[src/rtl/sync_event_pacer.sv]
// -----------------------------------------------------------------------------
// sync_event_pacer
// Source-domain (clk_in) pacing stage placed in front of a pulse synchronizer.
// Bursty single-cycle events and their payloads are queued in a small FIFO.
// They are then issued one at a time as 1-cycle sync_req pulses. A guard
// interval separates consecutive pulses, so a new event never lands on a
// handshake that is still in flight. The payload of the last issued event is
// held on hold_data for the destination domain to sample.
//
// Ports:
//   clk_in     in   source-domain clock
//   reset_n    in   asynchronous active-low reset, clears all state
//   ev_valid   in   event strobe, one event per high cycle
//   ev_data    in   event payload, sampled with ev_valid
//   ev_ready   out  FIFO not full (combinational from the full flag)
//   ovf_clr    in   clears the sticky overflow flag (a same-cycle set wins)
//   sync_req   out  1-cycle issue pulse towards the synchronizer sync_in
//   hold_data  out  payload of the most recently issued event
//   busy       out  high in the ISSUE and GUARD states
//   pending    out  FIFO occupancy, 0..DEPTH
//   overflow   out  sticky, set when an event is dropped
// -----------------------------------------------------------------------------
module sync_event_pacer #(
  parameter int DATA_W       = 8,
  parameter int DEPTH        = 4,
  parameter int GUARD_CYCLES = 16,
  parameter int CNT_W        = 3
) (
  input  logic              clk_in,
  input  logic              reset_n,
  input  logic              ev_valid,
  input  logic [DATA_W-1:0] ev_data,
  output logic              ev_ready,
  input  logic              ovf_clr,
  output logic              sync_req,
  output logic [DATA_W-1:0] hold_data,
  output logic              busy,
  output logic [CNT_W-1:0]  pending,
  output logic              overflow
);

  localparam int AW = (DEPTH > 1) ? $clog2(DEPTH) : 1;
  localparam int GW = (GUARD_CYCLES > 1) ? $clog2(GUARD_CYCLES) : 1;

  typedef enum logic [1:0] {
    S_IDLE  = 2'd0,
    S_ISSUE = 2'd1,
    S_GUARD = 2'd2
  } state_t;

  state_t              state_q, state_d;
  logic [GW-1:0]       guard_q, guard_d;
  logic [DATA_W-1:0]   mem_q [DEPTH];
  logic [AW-1:0]       wr_ptr_q, rd_ptr_q;
  logic [CNT_W-1:0]    cnt_q;
  logic [DATA_W-1:0]   hold_q;
  logic                ovf_q;

  logic full_s, empty_s, pop_s, push_s, drop_s;

  assign full_s  = (cnt_q == CNT_W'(DEPTH));
  assign empty_s = (cnt_q == {CNT_W{1'b0}});
  // Pop is decided from registered state only, so a push in the same cycle
  // is safe even when full: the head slot is freed at the same edge.
  assign pop_s   = (state_q == S_IDLE) && !empty_s;
  assign push_s  = ev_valid && (!full_s || pop_s);
  assign drop_s  = ev_valid && !push_s;

  assign ev_ready  = !full_s;
  assign pending   = cnt_q;
  assign hold_data = hold_q;
  assign overflow  = ovf_q;

  // FSM state and guard counter register
  always_ff @(posedge clk_in or negedge reset_n) begin
    if (!reset_n) begin
      state_q <= S_IDLE;
      guard_q <= {GW{1'b0}};
    end else begin
      state_q <= state_d;
      guard_q <= guard_d;
    end
  end

  // FSM next-state and guard counter logic
  always_comb begin
    state_d = state_q;
    guard_d = guard_q;
    case (state_q)
      S_IDLE: begin
        if (pop_s) begin
          state_d = S_ISSUE;
        end else begin
          state_d = S_IDLE;
        end
      end
      S_ISSUE: begin
        guard_d = GW'(GUARD_CYCLES - 1);
        state_d = S_GUARD;
      end
      S_GUARD: begin
        if (guard_q == {GW{1'b0}}) begin
          state_d = S_IDLE;
        end else begin
          guard_d = guard_q - GW'(1);
        end
      end
      default: begin
        state_d = S_IDLE;
        guard_d = {GW{1'b0}};
      end
    endcase
  end

  // FSM outputs decoded from registered state; reset drops them at once
  always_comb begin
    sync_req = 1'b0;
    busy     = 1'b0;
    case (state_q)
      S_ISSUE: begin
        sync_req = 1'b1;
        busy     = 1'b1;
      end
      S_GUARD: begin
        busy = 1'b1;
      end
      default: begin
        sync_req = 1'b0;
        busy     = 1'b0;
      end
    endcase
  end

  // FIFO storage, pointers, occupancy and issued-payload holding register
  always_ff @(posedge clk_in or negedge reset_n) begin
    if (!reset_n) begin
      for (int i = 0; i < DEPTH; i++) begin
        mem_q[i] <= {DATA_W{1'b0}};
      end
      wr_ptr_q <= {AW{1'b0}};
      rd_ptr_q <= {AW{1'b0}};
      cnt_q    <= {CNT_W{1'b0}};
      hold_q   <= {DATA_W{1'b0}};
    end else begin
      if (push_s) begin
        mem_q[wr_ptr_q] <= ev_data;
        wr_ptr_q        <= wr_ptr_q + AW'(1);
      end
      if (pop_s) begin
        hold_q   <= mem_q[rd_ptr_q];
        rd_ptr_q <= rd_ptr_q + AW'(1);
      end
      case ({push_s, pop_s})
        2'b10:   cnt_q <= cnt_q + CNT_W'(1);
        2'b01:   cnt_q <= cnt_q - CNT_W'(1);
        default: cnt_q <= cnt_q;
      endcase
    end
  end

  // Sticky overflow flag; a drop in the same cycle as ovf_clr keeps it set
  always_ff @(posedge clk_in or negedge reset_n) begin
    if (!reset_n) begin
      ovf_q <= 1'b0;
    end else if (drop_s) begin
      ovf_q <= 1'b1;
    end else if (ovf_clr) begin
      ovf_q <= 1'b0;
    end else begin
      ovf_q <= ovf_q;
    end
  end

endmodule
[config.mk]
export PLATFORM = sky130hd
export DESIGN_NAME = sync_event_pacer
export DESIGN_NICKNAME = d
export VERILOG_FILES = /design/src/rtl/sync_event_pacer.sv
export SDC_FILE = /design/constraint.sdc
export NUM_CORES = 1
export LEC_CHECK = 0
export BUFFER_PORTS_ARGS = -buffer_cell sky130_fd_sc_hd__buf_2
export CAP_MARGIN = 10
export CORE_MARGIN = 2
export CORE_UTILIZATION = 55
export CTS_BUF_LIST = sky130_fd_sc_hd__clkbuf_2 sky130_fd_sc_hd__clkbuf_4 sky130_fd_sc_hd__clkbuf_8
export DETAILED_ROUTE_END_ITERATION = 8
export GPL_ROUTABILITY_DRIVEN = 0
export PLACE_DENSITY = 0.83
export SYNTH_ARGS = -nofsm -noshare
export SYNTH_HDL_FRONTEND = slang
export SYNTH_SLANG_ARGS = --single-unit
export TNS_END_PERCENT = 50
[constraint.sdc]
create_clock -name clk_in -period 5.35 [get_ports clk_in]
set_input_delay 0.8025 -clock clk_in [delete_from_list [all_inputs] [get_ports clk_in]]
set_output_delay 0.8025 -clock clk_in [all_outputs]
set_load 0.005 [all_outputs]
After elaboration in Yosys (flattened, before gate mapping)
Cells that the tools add are included.

Bits in registers: 54. Input bits: 12. Output and inout bits: 15.

Add/sub/neg operators: 5. $lt $le $gt $ge: 3. Equal/unequal tests: 7. Multiplexer cells: 16. Bitwise operators: 3. Reductions and logical operators: 15.

Operators with widths (number): 32-bit bitwise mux (1); 8-bit two-way mux (3); 8-bit binary-select mux with 2-bit select (1); 8-bit demux with 2-bit select (1); 4-bit case mux with 3 select lines (1); 3-bit greater-or-equal comparator, second input constant (2); 2-bit NOT with 3-bit output (2); 2-bit case mux with 3 select lines (1); 3-bit case mux with 2 select lines (1); 1-bit two-way mux (5); 2-bit by 1-bit adder with 2-bit output, second input constant (2); 2-bit by 1-bit == test with 1-bit output, second input constant (2); 2-bit == test, second input constant (2); 1-bit logical AND (4); 4-bit zero test (1); 4-bit two-way mux (1); 2-bit inequality test, second input constant (2); 2-bit nonzero test (2); 4-bit by 1-bit subtractor with 4-bit output, second input constant (1); 3-bit by 1-bit adder with 3-bit output, second input constant (1); 3-bit == test, second input constant (1); 1-bit zero test (3); 3-bit zero test (1); 3-bit by 1-bit less-than comparator with 1-bit output, second input constant (1); 7 further kinds (7).

Longest topological paths before layout
Depth in word-level cells: 8. Mapped depth: 10. Mapped depth without buffers: 10.

Worst setup path after synthesis
Ideal clock, no wire load.

Path kind: flip-flop to flip-flop. From: register state_q[0]. To: register cnt_q[2], in the netlist pending[2]. Data arrival time: 2.210 ns. Setup slack: 3.061 ns. Stages on the path, launching flop included: 11. Path buffers: 0. Period minus slack after synthesis: 2.289 ns. Cell sequence: dfrtp_1 inv_1 ha_1 nor4b_4 or2b_2 ha_1 inv_1 fa_1 xor2_1 nor2_1 xor2_1.

Longest elaborated chain between the ends: 6.

Ends and longest elaborated chain: start: declaration (RTL line 51) `state_t state_q, state_d;`; start signal: assignment (RTL line 80) `state_q <= state_d;`; 2-bit zero test (*) (RTL line 65) `assign pop_s = (state_q == S_IDLE) && !empty_s;`; 1-bit logical AND (*) (RTL line 65); 1-bit logical OR (RTL line 66) `assign push_s = ev_valid && (!full_s || pop_s);`; 1-bit logical AND (RTL line 66); 2-bit by 1-bit == test with 1-bit output / 2-bit == test (equally long branches) (RTL line 153) `case ({push_s, pop_s})`; 3-bit case mux with 2 select lines / 2-bit nonzero test (equally long branches); end signal: assignment (RTL line 154) `2'b10: cnt_q <= cnt_q + CNT_W'(1);`; end signal: assignment (RTL line 155) `2'b01: cnt_q <= cnt_q - CNT_W'(1);`; end signal: assignment (RTL line 156) `default: cnt_q <= cnt_q;`; end: declaration (RTL line 55) `logic [CNT_W-1:0] cnt_q;`.

Mark *: on every way between the ends. The rest lies on a longest branch, timed or not. A chain may end at the register's enable or synchronous reset.

Worst setup path in the final report
Ends and elaborated chain as after synthesis.

==> flow_metrics.tcl <==
set metrics [dict create \
    status "completed" \
    initial_core_util_pct 57.5 \
    dr_total_vias 1527 \
    cts.clk_slew.worst_paths_ns 0.10 \
    yosys-top-cells-count "dfrtp_1, mux2_2, nand2_1" \
    grt_pass1_vias 1526 \
    final.min_clock_period_ns 2.51 \
    cap_viol_max_count 0 \
    initial_antenna_violation_count 0 \
    layout-drive-gt1-share_pct 38.3 \
    detailed_router_s_first_iteration_violation_count 88 \
    timing.critical_path.fanout_max 6 \
    dp_hpwl_um 3080 \
    synth-warning-count 0 \
    rows 24 \
    leakage_nw 1.32 \
    post-route-period-util_pct 46.9 \
    register_area_um2 1350 \
    clkSinkCount 54 \
    post_cts.resized_instances 0 \
    met1Wirelength_um 1990 \
    worst_hold_path_type "flip-flop to flip-flop" \
    synth_top_cells_by_area "dfrtp_1, mux2_2, mux4_2" \
    cts-buffers-inserted 5 \
    grt.total_usage_pct 18.7 \
    floorplan.core_area_um2 4350 \
    global_route_wire_length_before_repair_um 7360 \
    worst_ep_arrival_time_ns 2.75 \
    fp.dieW_um 71.5 \
    design.final.nets 244 \
    synthFlopType "dfrtp_1" \
    worst_pin_slew_ns 0.654 \
    route.detailed.drc 0 \
    clk_latency_ns 0.31 \
    setup.worst_path.end_class "flip-flop" \
    routed-wl-met3_um 141 \
    power_density_nw_per_um2 643 \
    fillerInstances 326 \
    diodes_inserted 0 \
    ant_nets 0 \
    yosysMostFrequentCell "dfrtp_1" \
    synth_top_area_share_pct 54.0 \
    grt.overflow.total 0 \
    grt_max_degree 55 \
    dr.pass1.iters 4 \
    timing_max_transition_violations_final 0 \
    multiInputGateArea_um2 1080 \
    clockRootBuffer "clkbuf_8" \
    post_drt_via_cell_ratio 5.57 \
    worst_clock_skew_ns 0.00712 \
    netlist_area_um2 2500 \
    final_tns_setup_ns 0 \
    postRouteWirelength_um 4380 \
    syn_inst 190 \
    synth.net_count 213 \
    die_height_um 71.5 \
    worst_ep_required_time_ns 5.59 \
    power.ir.vdd_worst_mv 0.258 \
    max_freq_mhz 399 \
    port_buffers 26 \
    boundaryPins 27 \
    avgRoutedWirePerCell_um 16.0 \
    final_hold_viol_count 0 \
    postCtsSetupRepairBufs 0 \
    flow.area_growth_from_synthesis_pct 12.4 \
    ys_ff_latch 54 \
    grt_setup_unrepaired "false" \
    htree_levels 2 \
    slew_headroom_pct 56.4 \
    max-clock-path-buffers 2 \
    startpoint_type "flip-flop" \
    setup-violations-final 0 \
    routed-wl-met2_um 2190 \
    syn_avg_cell_area_um2 13.2 \
    die_footprint_um2 5110 \
    synth_enable_flop_cells 0 \
    synth.distinct_cells 28 \
    hold_buffers 0 \
    synthDominantAreaCellType "dfrtp_1" \
    ys_async_sr_fraction_pct 100 \
    cts_tree "built" \
    seq_area_frac_synth_pct 54.0 \
    worst_hold_margin_ns 0.488 \
    crit_type "flip-flop to flip-flop" \
    topRoutingLayerUsed "met4" \
]
-- metal layers --
metal	global-route usage [%]	vias to the layer above
met5	0	-
met4	5.66	0
met3	3.80	7
met2	31.6	34
met1	24.6	767
li1	-	719
-- final timing paths --
path                              startpoint            to  slack [ns]  cells after the start
worst max-delay path              state_q[0]    pending[2]        2.84                     10
worst min-delay path            hold_data[3]  hold_data[3]        0.49                      2
worst max register to register    state_q[0]    pending[2]        2.84                     10
worst min register to register  hold_data[3]  hold_data[3]        0.49                      2
max in group asynchronous            reset_n    pending[2]        4.32                      2
min in group asynchronous            reset_n     mem_q[17]        0.59                      2
-- metrics by stage --
stage	cell area, um2	util [%]	cells	total power, mW	worst slack, ns
floorplan	2500	-	190	1.32	3.06
global placement	2700	61.9	266	1.50	2.97
detailed placement	2700	61.9	266	1.54	2.83
CTS	2810	64.6	274	1.82	2.82
global route	2810	64.6	274	1.94	2.66
finish	2810	64.6	274	1.81	2.84
-- state kept, by name (all words and copies together) (netlist names) --
register	count
hold_data	8
rd_ptr_q	2
state_q	2
overflow	1
mem_q	32
wr_ptr_q	2
pending	3
guard_q	4
-- cell usage in the layout (no fill, tap or decap), types with 2 or more instances in the layout --
cell type	count
mux2_2	34
nor2_2	4
inv_1	13
mux2i_1	2
o21ai_0	5
dfrtp_1	54
a31oi_1	3
o22ai_1	2
clkbuf_8	5
ha_1	10
nor2_1	2
buf_2	26
buf_4	2
xor2_1	2
xnor2_1	4
mux4_2	8
nand2_1	31
-- logic make-up after synthesis --
| family | Yosys count | synth area share (%) |
|---|---|---|
| compound gates | 16 | 4.30 |
| fa+ha+maj | 11 | 5.80 |
| flops | 54 | 54.0 |
| mux | 44 | 23.3 |
| simple gates | 41 | 7.70 |
| xor+xnor | 6 | 2.10 |
| buf+inv | 18 | 2.80 |
-- worst max-delay path, cell delays in order (launching register included) --
cell	delay, ns
dfrtp_1	0.36
inv_1	0.07
ha_1	0.29
nor4b_4	0.46
or2b_2	0.23
ha_1	0.18
inv_1	0.06
fa_1	0.37
xor2_1	0.15
nor2_1	0.12
xor2_1	0.15
-- cell type report --
type                    count  share of cell area [%]
clock inverters             3                    1.69
clock buffers               5                    2.45
repair buffers             28                    5.16
multi-input cells         118                    38.5
flip-flops and latches     54                    48.1
well taps                  52                    2.31
inverters                  14                    1.87
-- where the power goes --
group / internal (mW) / leakage, nW / switching, mW / total [mW]
Sequential: 0.612 / 0.653 / 0.150 / 0.763
Clock: 0.142 / 0.0587 / 0.139 / 0.281
Combinational: 0.419 / 0.604 / 0.345 / 0.764
No activity file was read; power rests on OpenSTA's default activity.
